==> src/rtl/axis_burst_scheduler.sv <==
// Round-robin arbiter that shares one AXI-Stream burst master among num_req requesters:
// grants, fires the master's start pulse, tracks the burst to tlast, checks its length, then idles.

module axis_burst_scheduler_chk #(
    parameter int num_req = 4
) (
    input logic               clk,
    input logic               rst,
    input logic [num_req-1:0] gnt,
    input logic [num_req-1:0] done,
    input logic               len_err,
    input logic               busy,
    input logic               en
);

    a_en_single_cycle: assert property (@(posedge clk) disable iff (rst) en |=> !en);

    a_gnt_onehot0: assert property (@(posedge clk) disable iff (rst) $onehot0(gnt));

    a_done_onehot0: assert property (@(posedge clk) disable iff (rst) $onehot0(done));

    a_quiet_when_idle: assert property (@(posedge clk) disable iff (rst)
        !busy |-> ((gnt == '0) && !en));

    a_len_err_with_done: assert property (@(posedge clk) disable iff (rst)
        len_err |-> (done != '0));

endmodule

module axis_burst_scheduler #(
    parameter int num_req     = 4,
    parameter int trans_width = 8,
    parameter int trans_lenth = 2**trans_width,
    parameter int idle_gap    = 2
) (
    input  logic               clk,
    input  logic               rst,
    input  logic [num_req-1:0] req,
    output logic [num_req-1:0] gnt,
    output logic [num_req-1:0] done,
    output logic               len_err,
    output logic               busy,
    output logic               en,
    input  logic               m_valid,
    input  logic               m_ready,
    input  logic               m_tlast
);

    localparam int PW       = (num_req > 1) ? $clog2(num_req) : 1;
    localparam int CW       = trans_width + 1;
    localparam int GW       = (idle_gap > 1) ? $clog2(idle_gap + 1) : 1;
    localparam int GAP_LOAD = (idle_gap > 0) ? (idle_gap - 1) : 0;
    localparam logic [CW-1:0] LEN_C = CW'(trans_lenth);

    typedef enum logic [1:0] {
        IDLE  = 2'd0,
        START = 2'd1,
        BURST = 2'd2,
        GAP   = 2'd3
    } state_t;

    state_t              state_r;
    logic [PW-1:0]       ptr_r;
    logic [CW-1:0]       beat_cnt_r;
    logic [GW-1:0]       gap_cnt_r;

    logic [2*num_req-1:0] rot_s;
    logic                 sel_found_s;
    logic [PW-1:0]        sel_idx_s;
    logic [PW-1:0]        ptr_next_s;
    logic                 beat_s;
    logic [CW-1:0]        beat_inc_s;

    function automatic logic [num_req-1:0] onehot_f(input logic [PW-1:0] idx);
        onehot_f = num_req'(1'b1) << idx;
    endfunction

    // Round-robin search: rotate req so that bit 0 is the requester at ptr_r.
    always_comb begin
        int cand;
        rot_s       = {req, req} >> ptr_r;
        sel_found_s = 1'b0;
        sel_idx_s   = '0;
        cand        = 0;
        for (int i = 0; i < num_req; i++) begin
            if (!sel_found_s && rot_s[i]) begin
                cand = int'(ptr_r) + i;
                if (cand >= num_req) begin
                    cand = cand - num_req;
                end else begin
                    cand = cand;
                end
                sel_found_s = 1'b1;
                sel_idx_s   = PW'(cand);
            end else begin
                sel_found_s = sel_found_s;
            end
        end
    end

    // Pointer advance and saturating beat increment.
    always_comb begin
        if (sel_idx_s == PW'(num_req - 1)) begin
            ptr_next_s = '0;
        end else begin
            ptr_next_s = sel_idx_s + 1'b1;
        end
        beat_s = m_valid & m_ready;
        if (beat_cnt_r == {CW{1'b1}}) begin
            beat_inc_s = beat_cnt_r;
        end else begin
            beat_inc_s = beat_cnt_r + 1'b1;
        end
    end

    // Scheduler FSM with all outputs registered.
    always_ff @(posedge clk) begin
        if (rst) begin
            state_r    <= IDLE;
            ptr_r      <= '0;
            beat_cnt_r <= '0;
            gap_cnt_r  <= '0;
            gnt        <= '0;
            done       <= '0;
            len_err    <= 1'b0;
            busy       <= 1'b0;
            en         <= 1'b0;
        end else begin
            en      <= 1'b0;
            done    <= '0;
            len_err <= 1'b0;
            case (state_r)
                IDLE: begin
                    if (sel_found_s) begin
                        gnt     <= onehot_f(sel_idx_s);
                        ptr_r   <= ptr_next_s;
                        en      <= 1'b1;
                        busy    <= 1'b1;
                        state_r <= START;
                    end else begin
                        gnt  <= '0;
                        busy <= 1'b0;
                    end
                end
                START: begin
                    beat_cnt_r <= '0;
                    state_r    <= BURST;
                end
                BURST: begin
                    if (beat_s) begin
                        beat_cnt_r <= beat_inc_s;
                        if (m_tlast) begin
                            gnt     <= '0;
                            done    <= gnt;
                            len_err <= (beat_inc_s != LEN_C);
                            if (idle_gap > 0) begin
                                gap_cnt_r <= GW'(GAP_LOAD);
                                busy      <= 1'b1;
                                state_r   <= GAP;
                            end else begin
                                busy    <= 1'b0;
                                state_r <= IDLE;
                            end
                        end else begin
                            state_r <= BURST;
                        end
                    end else begin
                        state_r <= BURST;
                    end
                end
                GAP: begin
                    if (gap_cnt_r == '0) begin
                        busy    <= 1'b0;
                        state_r <= IDLE;
                    end else begin
                        gap_cnt_r <= gap_cnt_r - 1'b1;
                    end
                end
                default: begin
                    gnt     <= '0;
                    busy    <= 1'b0;
                    state_r <= IDLE;
                end
            endcase
        end
    end

    axis_burst_scheduler_chk #(.num_req(num_req)) u_chk (
        .clk     (clk),
        .rst     (rst),
        .gnt     (gnt),
        .done    (done),
        .len_err (len_err),
        .busy    (busy),
        .en      (en)
    );

endmodule
==> config.mk <==
export PLATFORM = sky130hd
export DESIGN_NAME = axis_burst_scheduler
export DESIGN_NICKNAME = d
export VERILOG_FILES = /design/src/rtl/axis_burst_scheduler.sv
export SDC_FILE = /design/constraint.sdc
export NUM_CORES = 1
export LEC_CHECK = 0
export ABC_CLOCK_PERIOD_IN_PS = 1990
export BUFFER_PORTS_ARGS = -buffer_cell sky130_fd_sc_hd__buf_2
export CAP_MARGIN = 20
export CORE_UTILIZATION = 29
export CTS_CLUSTER_SIZE = 12
export DETAILED_ROUTE_END_ITERATION = 6
export GPL_TIMING_DRIVEN = 0
export PLACE_DENSITY = 0.46
export SLEW_MARGIN = 20
export SYNTH_ARGS = -nofsm -noshare
export SYNTH_HDL_FRONTEND = slang
export SYNTH_SLANG_ARGS = --single-unit
==> constraint.sdc <==
create_clock -name clk -period 1.99 [get_ports clk]
set_clock_uncertainty 0.05 [all_clocks]
set_input_delay 0.2985 -clock clk [delete_from_list [all_inputs] [get_ports clk]]
set_output_delay 0.2985 -clock clk [all_outputs]
set_load 0.01 [all_outputs]
# Word level (Yosys, flattened, before mapping)
# Index checks and enable logic that the tools add are counted.
[classes] shifts=2 n_lt_le_gt_ge=4 eq_ne=11 add_sub_neg=10 n_bitwise=5 mux=34 reduce_logical=20
[op_table] cell="2-bit two-way mux" count=15
[op_table] cell="9-bit two-way mux" count=2
[op_table] cell="9-bit one-hot mux with 2 select lines" count=1
[op_table] cell="4-bit two-way mux" count=3
[op_table] cell="2-bit inequality test, second input constant" count=5
[op_table] cell="2-bit by 1-bit subtractor with 2-bit output, second input constant" count=5
[op_table] cell="9-bit by 1-bit adder with 9-bit output, second input constant" count=1
[op_table] cell="9-bit equality test, second input constant" count=1
[op_table] cell="3-bit >= comparator, second input constant" count=3
[op_table] cell="1-bit two-way mux" count=9
[op_table] cell="9-bit inequality test, second input constant" count=1
[op_table] cell="2-bit one-hot mux with 4 select lines" count=1
[op_table] cell="4-bit one-hot mux with 2 select lines" count=1
[op_table] cell="4-bit AND reduction" count=2
[op_table] cell="8-bit by 2-bit >> shifter with 4-bit output" count=1
[op_table] cell="2-bit by 2-bit adder with 3-bit output, second input constant" count=2
[op_table] cell="2-bit equality test, second input constant" count=3
[op_table] cell="2-bit AND reduction" count=3
[op_table] cell="2-bit nonzero test" count=3
[op_table] cell="2-bit zero test" count=2
[op_table] cell="1-bit NOT" count=4
[op_table] cell="2-bit one-hot mux with 2 select lines" count=1
[op_table] cell="4-bit OR reduction" count=1
[op_table] cell="1-bit by 2-bit left shift with 4-bit output, first input constant" count=1
[op_table] cell="11 further kinds" count=15
[word_totals] output_inout_bits=11 inputBits=9 reg_bits=26

# Longest topological paths before layout
# Gate-level depths: netlist of run 1.
[logic_depth] depth_word=14 mapped_depth=8 ltp_nobuf=8

# Worst setup path before layout of run 1
# Ideal clock, no wire load.
[synth_timing] path_kind="register -> register" startpoint="register beat_cnt_r[1]" endpoint="register len_err" stages_incl_launch_ff=7 period_less_slack_ns=1.630 setup_slack_ns=0.360 required_time_ns=1.811 arrival_ns=1.450 setup_ns=0.129 cell_sequence="dfxtp_1 -> ha_1 -> nand4_1 -> and2b_4 -> mux2i_1 -> o2111a_1 -> a31oi_1"
[synth_between] elab_chain_cells=3 word_cells_on_any_way=4
[synth_rtl] item="from (decl)" line="64" source="logic [CW-1:0] beat_cnt_r;"
[synth_rtl] item="from (signal assigned)" line="151" source="beat_cnt_r <= beat_inc_s;"
[synth_rtl] item="9-bit by 1-bit adder with 9-bit output or 9-bit equality test (tied branches)" line="112, 109"
[synth_rtl] item="9-bit two-way mux *" line="109" source="if (beat_cnt_r == {CW{1'b1}}) begin"
[synth_rtl] item="9-bit inequality test *" line="155" source="len_err <= (beat_inc_s != LEN_C);"
[synth_rtl] item="to (signal assigned)" line="155"
[synth_rtl] item="to (decl)" line="41" source="output logic len_err,"
# Every way passes the cells marked *; elsewhere a longest branch is shown, timed or not.
# A chain may end at the register's enable or synchronous reset.

# Worst setup path after layout of run 1
[layout_timing] startpoint="register beat_cnt_r[0]" endpoint="register len_err"
# Same word-level chain as after synthesis.

==> run summary, run 1 <==
outcome: complete, no violations
static leakage: 0.000708 µW
H-tree levels: 1
global-route wire length before repair: 5860 µm
routability-driven placement congestion ratio: 0.793
initial cell density of the core: 30.8%
number of vias after detailed routing: 1375
CP Data Required Time: 2090 ps
arrival time reported for the critical path endpoint: 1930 ps
length in cells of the worst reg-to-reg path: 6
number of nets with antenna violations after detailed routing: 0
total of fill cells in the finished design: 530
Pins Over Slew Limit: 0
fraction of registers with async set or reset after synthesis: 0%
number of non-filler instances in the completed layout: 270
max-cap check violation count: 0
endpoint of the worst-slack reg-to-reg timing path: len_err$_SDFF_PP0_
net count reported at finish: 224
via count of the first global-routing pass: 1298
relative max-transition margin: 66.0%
Area growth syn-to-layout: 16.9%
Rows: 25
clock tree from TritonCTS: done
cells after synthesis: 181
Vias per Instance: 5.09
IR Drop Worst-Case VDD: 0.466 mV
Main synth FF type: sky130_fd_sc_hd__dfxtp_1
global router's overall resource usage: 14.0%
worst min-delay path class: in -> reg
Ant. Diodes: 0
total power per unit cell area: 927 mW/mm²
number of antenna violations at the first check in global routing: 0
slew at the pin with the worst max-slew slack: 510 ps
post-CTS setup-driven buffer insertion count: 0
post-synthesis instance area: 0.00148 mm²
routed length per placed instance: 13.3 µm
proportion of layout cells with a drive suffix above 1: 18.7%
worst-case hold path end point: beat_cnt_r[8]$_SDFFE_PP0P_
number of cells traversed by the worst hold path: 3
most area-hungry cell type in the Yosys netlist: sky130_fd_sc_hd__dfxtp_1
distinct cell type count after synthesis: 42
flip-flop and latch count after synthesis: 26
placed cells: 267
startpoint of the tightest hold check path: rst
setup repair after global routing missed its margin: false
min Tclk post-route: 1830 ps
Max Fclk: 547 MHz
Seq/Total Area, Yosys: 35.1%
first-pass iteration count of the detailed router: 4
nature of the critical path endpoint: register
area used by sequential logic in the layout: 522 µm²
total of buffers placed on input and output ports: 19
die outline height: 73.5 µm
number of DRC violations after detailed routing: 0
root buffer selected by CTS: sky130_fd_sc_hd__clkbuf_8
clock edge transition at the registers on the reported setup and hold paths: 100 ps
Max Buffers Root-to-Sink: 2
Yosys warning total: 0
# IOs: 20
Final Setup Violations: 0
share of the cycle needed by the critical path after routing: 91.8%
width of the die: 73.5 µm
number of flops mapped to enable cells by yosys: 0
count of hold-fix buffers inserted at cts: 0
number of clock sinks: 26
synthesized netlist net count: 201
setup TNS: 0 ps
largest net degree at the start of global routing: 16
Synth top area share: 35.1%
type of the worst setup path: reg -> reg
die area: 0.00541 mm²
number of design-rule violations left by the first detailed-router iteration: 58
Syn Area/Cell: 8.20 µm²
largest driver fanout on the critical path: 6
number of buffers created by CTS: 3
share of the core filled with cells in the final layout: 36.0%
Fin Hold WS: 297 ps
Final Routed Wirelength: 3580 µm
ranking of synthesized cells by area: sky130_fd_sc_hd__dfxtp_1, sky130_fd_sc_hd__ha_1, sky130_fd_sc_hd__nor2_1, sky130_fd_sc_hd__nand2_1, sky130_fd_sc_hd__a21oi_1
setup slack of the worst register-to-register path: 160 ps
Skew-Pair Late Insertion Delay: 280 ps
cts repair resizes: 0
half-perimeter wire length after placement: 2710 µm
residual overflow from global routing: 0
placeable core area: 0.00482 mm²
reg2reg start: beat_cnt_r[0]$_SDFFE_PP0P_
Hold Vio Cnt, Final: 0
CP Launch Type: register
area used by multi-input combinational logic: 893 µm²
## through the flow
stage	cell area [µm²]	power [µW]	setup slack, ps
after floorplan	1480	1030	360
after global placement	1660	1160	-53.9
after detailed placement	1660	1170	-79.4
after CTS	1730	1630	41.4
after global routing	1740	1720	6.46
final	1740	1610	163
## Yosys cell counts, types with 5 or more instances
library cell              number
sky130_fd_sc_hd__o21ai_0       7
sky130_fd_sc_hd__nand2_1      17
sky130_fd_sc_hd__a21oi_1      11
sky130_fd_sc_hd__and2_1        6
sky130_fd_sc_hd__a22oi_1       6
sky130_fd_sc_hd__nor3_1        5
sky130_fd_sc_hd__ha_1         11
sky130_fd_sc_hd__nor2_1       24
sky130_fd_sc_hd__inv_1        11
sky130_fd_sc_hd__dfxtp_1      26
sky130_fd_sc_hd__nand3_1       5
## where the power goes
group          leakage (µW)  internal (µW)  switching (µW)
combinational      0.000460            215             300
clock             0.0000357            269             180
sequential         0.000212            589            55.6
total              0.000708           1070             536
## cell usage in the layout, fill, tap and decap left out, types with 4 or more instances in the layout
cell / instances
sky130_fd_sc_hd__dfxtp_1: 25
sky130_fd_sc_hd__nor2_1: 23
sky130_fd_sc_hd__buf_2: 21
sky130_fd_sc_hd__nand2_1: 17
sky130_fd_sc_hd__inv_1: 11
sky130_fd_sc_hd__a21oi_1: 11
sky130_fd_sc_hd__ha_1: 11
sky130_fd_sc_hd__o21ai_0: 7
sky130_fd_sc_hd__and2_1: 6
sky130_fd_sc_hd__a22oi_1: 6
sky130_fd_sc_hd__nand3_1: 5
sky130_fd_sc_hd__nor3_1: 5
sky130_fd_sc_hd__a31oi_1: 4
sky130_fd_sc_hd__a311oi_1: 4
## sequential cells by signal, summed over array words and instances, names as in the netlist
register    cells
ptr_r           2
len_err         1
busy            1
gap_cnt_r       2
beat_cnt_r      9
state_r         2
done            4
gnt             4
en              1
## worst max-delay path, stage by stage, from the launching register on
cell and delay (ps):
sky130_fd_sc_hd__dfxtp_1 430, sky130_fd_sc_hd__ha_1 240, sky130_fd_sc_hd__nand4_1 150, sky130_fd_sc_hd__and2b_4 340, sky130_fd_sc_hd__mux2i_1 200, sky130_fd_sc_hd__o2111a_1 200
sky130_fd_sc_hd__a31oi_1 100
## logic make-up (layout without fill, tap and decap cells)
logic type	count (synthesis)	count (layout)	synth area share, %
and+or+nand+nor	73	73	24.8
AOI/OAI and AO/OA	47	47	21.5
DFF	26	26	35.1
adders and majority gates	11	11	9.27
buffers and inverters	18	40	4.97
muxes	5	5	3.79
xor gates and xnor gates	1	1	0.590
## worst max-delay path by stage
stage | endpoint | slack, ps | cells past startpoint | startpoint
6_report | len_err$_SDFF_PP0_ | 160 | 6 | beat_cnt_r[0]$_SDFFE_PP0P_
5_1_grt | beat_cnt_r[6]$_SDFFE_PP0P_ | 6 | 7 | state_r[0]$_SDFFE_PP0P_
4_1_cts | len_err$_SDFF_PP0_ | 40 | 7 | state_r[0]$_SDFFE_PP0P_
3_5_place_dp | len_err$_SDFF_PP0_ | -80 | 8 | state_r[0]$_SDFFE_PP0P_
3_3_place_gp | len_err$_SDFF_PP0_ | -50 | 8 | state_r[0]$_SDFFE_PP0P_
2_1_floorplan | len_err$_SDFF_PP0_ | 360 | 6 | beat_cnt_r[1]$_SDFFE_PP0P_
## layer usage
| metal | GRT usage [%] | share of wire [%] |
|---|---|---|
| met1 | 16.7 | 43 |
| met2 | 24.1 | 49 |
| met3 | 3.98 | 6.4 |
| met4 | 4.70 | 0.89 |
| met5 | 0 | 0 |
## area by class of cell
class | instances | share of cell area, %
plain buffers | 6 | 1.66
clock buffers | 3 | 2.38
clock inverters | 1 | 1.73
inverters | 11 | 2.38
multi-input cells | 137 | 51.5
flip-flops and latches | 26 | 30.1
well taps | 67 | 4.83
repair buffers | 19 | 5.48
Power figures use the tool's default switching activity.
==> run 2, diff against run 1 <==
--- a/config.mk
+++ b/config.mk
@@ -6,13 +6,15 @@
 export NUM_CORES = 1
 export LEC_CHECK = 0
 export ABC_CLOCK_PERIOD_IN_PS = 1990
-export BUFFER_PORTS_ARGS = -buffer_cell sky130_fd_sc_hd__buf_2
+export BUFFER_PORTS_ARGS = -buffer_cell sky130_fd_sc_hd__buf_4
 export CAP_MARGIN = 20
 export CORE_UTILIZATION = 29
 export CTS_CLUSTER_SIZE = 12
 export DETAILED_ROUTE_END_ITERATION = 6
 export GPL_TIMING_DRIVEN = 0
+export HOLD_SLACK_MARGIN = 0.03
 export PLACE_DENSITY = 0.46
+export SETUP_SLACK_MARGIN = 0.4
 export SLEW_MARGIN = 20
 export SYNTH_ARGS = -nofsm -noshare
 export SYNTH_HDL_FRONTEND = slang
==> run summary, run 2 (same netlist as run 1, synthesis figures left out) <==
H-tree levels: 1 (unchanged)
initial cell density of the core: 30.8% (unchanged)
type of the worst setup path: reg -> reg
number of clock sinks: 26 (unchanged)
CP Data Required Time: 2160 ps (+70 ps)
Skew-Pair Late Insertion Delay: 270 ps (about the same)
nature of the critical path endpoint: register
largest driver fanout on the critical path: 5 (-1)
reg2reg start: beat_cnt_r[1]$_SDFFE_PP0P_
static leakage: 0.000793 µW (+12%)
number of design-rule violations left by the first detailed-router iteration: 79 (+36%)
number of vias after detailed routing: 1428 (+3.9%)
half-perimeter wire length after placement: 2670 µm (-1.4%)
first-pass iteration count of the detailed router: 4 (unchanged)
number of nets with antenna violations after detailed routing: 0 (unchanged)
arrival time reported for the critical path endpoint: 1780 ps (-150 ps)
outcome: complete, no violations
length in cells of the worst reg-to-reg path: 7 (+1)
Pins Over Slew Limit: 0 (unchanged)
worst-case hold path end point: beat_cnt_r[8]$_SDFFE_PP0P_
residual overflow from global routing: 0 (unchanged)
Final Routed Wirelength: 3660 µm (+2.0%)
total of buffers placed on input and output ports: 19 (unchanged)
Max Buffers Root-to-Sink: 2 (unchanged)
Ant. Diodes: 0 (unchanged)
slew at the pin with the worst max-slew slack: 618 ps (+108 ps)
root buffer selected by CTS: sky130_fd_sc_hd__clkbuf_8
die area: 0.00541 mm² (unchanged)
routability-driven placement congestion ratio: 0.770 (-2.9%)
# IOs: 20 (unchanged)
relative max-transition margin: 58.8% (-7.2 points)
PnR Total Power: 1760 µW (+9.2%)
share of the core filled with cells in the final layout: 41.5% (+5.5 points)
net count reported at finish: 236 (+5.4%)
die outline height: 73.5 µm (unchanged)
share of the cycle needed by the critical path after routing: 81.3% (-11 points)
largest register by flop count: beat_cnt_r
number of cells traversed by the worst hold path: 3 (unchanged)
Hold Vio Cnt, Final: 0 (unchanged)
via count of the first global-routing pass: 1389 (+7.0%)
leading cell type in the layout, fill and taps excluded: sky130_fd_sc_hd__buf_4
leading cell types in the layout, fill and taps excluded: sky130_fd_sc_hd__buf_4, sky130_fd_sc_hd__nor2_1, sky130_fd_sc_hd__dfxtp_1
largest net degree at the start of global routing: 16 (unchanged)
global router's overall resource usage: 15.1% (+1.1 points)
number of antenna violations at the first check in global routing: 0 (unchanged)
worst min-delay path class: in -> reg
number of DRC violations after detailed routing: 0 (unchanged)
Area growth syn-to-layout: 34.7%
startpoint of the tightest hold check path: rst
count of hold-fix buffers inserted at cts: 0 (unchanged)
total power per unit cell area: 879 mW/mm² (-5.2%)
Max Fclk: 618 MHz (+13%)
global-route wire length before repair: 6280 µm (+7.2%)
Final Setup Violations: 0 (unchanged)
total of fill cells in the finished design: 505 (-4.7%)
endpoint of the worst-slack reg-to-reg timing path: beat_cnt_r[0]$_SDFFE_PP0P_
routed length per placed instance: 13.0 µm (-2.3%)
min Tclk post-route: 1620 ps (-209 ps)
Rows: 25 (unchanged)
width of the die: 73.5 µm (unchanged)
clock tree from TritonCTS: done
registers with the highest flip-flop counts: beat_cnt_r: 9 flops, done: 4 flops, gnt: 4 flops
placeable core area: 0.00482 mm² (unchanged)
setup slack of the worst register-to-register path: 370 ps (+210 ps)
clock edge transition at the registers on the reported setup and hold paths: 100 ps (about the same)
IR Drop Worst-Case VDD: 0.403 mV (-14%)
proportion of layout cells with a drive suffix above 1: 33.5% (+15 points)
max reg flops: 9 (unchanged)
Vias per Instance: 5.06 (-0.56%)
number of buffers created by CTS: 3 (unchanged)
CP Launch Type: register
setup repair after global routing missed its margin: true
max-cap check violation count: 0 (unchanged)
==> run 2: cell count changes in the layout (fill, tap and decap cells not counted), moves of 2 or more <==
cell                      delta
sky130_fd_sc_hd__nor2_1      -3
sky130_fd_sc_hd__nor2_4      +2
sky130_fd_sc_hd__buf_2      -20
sky130_fd_sc_hd__a22oi_1     -2
sky130_fd_sc_hd__a21oi_2     +2
sky130_fd_sc_hd__ha_1        -3
sky130_fd_sc_hd__buf_4      +30
sky130_fd_sc_hd__a22oi_2     +2
sky130_fd_sc_hd__ha_4        +2
sky130_fd_sc_hd__a21oi_1     -2
sky130_fd_sc_hd__dfxtp_1     -7
sky130_fd_sc_hd__dfxtp_4     +3
sky130_fd_sc_hd__dfxtp_2     +4
==> run 2: how the worst max path moves through the flow <==
stage	from	to	slack [ps]	cells after the start
2_1_floorplan	beat_cnt_r[0]$_SDFFE_PP0P_	len_err$_SDFF_PP0_	400	6
3_3_place_gp	state_r[0]$_SDFFE_PP0P_	len_err$_SDFF_PP0_	-40	8
3_5_place_dp	state_r[0]$_SDFFE_PP0P_	len_err$_SDFF_PP0_	-40	8
4_1_cts	beat_cnt_r[0]$_SDFFE_PP0P_	beat_cnt_r[0]$_SDFFE_PP0P_	370	7
5_1_grt	beat_cnt_r[1]$_SDFFE_PP0P_	beat_cnt_r[3]$_SDFFE_PP0P_	280	7
6_report	beat_cnt_r[1]$_SDFFE_PP0P_	beat_cnt_r[0]$_SDFFE_PP0P_	370	7
==> run 2: stage by stage <==
stage	setup TNS, ps	hold WS (ps)	area [µm²]	setup WS, ps	std cells
after floorplan	0	406	1490	404	181
after global placement	-37.9	434	1720	-37.9	267
after detailed placement	-35.3	432	1720	-35.3	267
after CTS	0	299	1940	367	281
after global routing	0	307	2000	282	282
final	0	293	2000	372	282
==> run 2: layout make-up <==
| class | count | area, µm² | share of cell area (%) |
|---|---|---|---|
| timing repair buffer | 30 | 238 | 11.9 |
| clock buffer | 3 | 41.3 | 2.07 |
| tap | 67 | 83.8 | 4.20 |
| multi-input combinational | 137 | 982 | 49.2 |
| sequential | 26 | 538 | 26.9 |
| buffer | 7 | 43.8 | 2.19 |
| inverter | 11 | 41.3 | 2.07 |
| clock inverter | 1 | 30.0 | 1.50 |
==> run 2: per-layer routing <==
metal	wire length, µm	vias to the layer above	global-route usage [%]
met5	0	-	0
met4	66	0	6.20
met3	161	7	2.88
met2	1750	39	25.2
met1	1680	662	19.0
li1	-	720	-
==> run 2: critical path, cell delays in order, from the launching register on <==
cell and delay (ps):
sky130_fd_sc_hd__dfxtp_4 360, sky130_fd_sc_hd__ha_4 170, sky130_fd_sc_hd__nand4_1 90, sky130_fd_sc_hd__and2b_4 220, sky130_fd_sc_hd__buf_12 120, sky130_fd_sc_hd__nor2_4 150
sky130_fd_sc_hd__mux2_4 330, sky130_fd_sc_hd__nor2_4 70
==> run 2: report_power, final <==
group          switching [µW]  internal [µW]
clock network             173            269
registers                57.4            595
logic                     346            315
==> run 2: timing repair <==
item                                    in CTS  in global routing
cloned                                       0                  0
pin swaps                                    4                  9
buffers inserted                            10                  1
gates resized for setup                     18                 18
hold endpoints to repair                     0                  0
endpoints found under the setup margin      22                 16
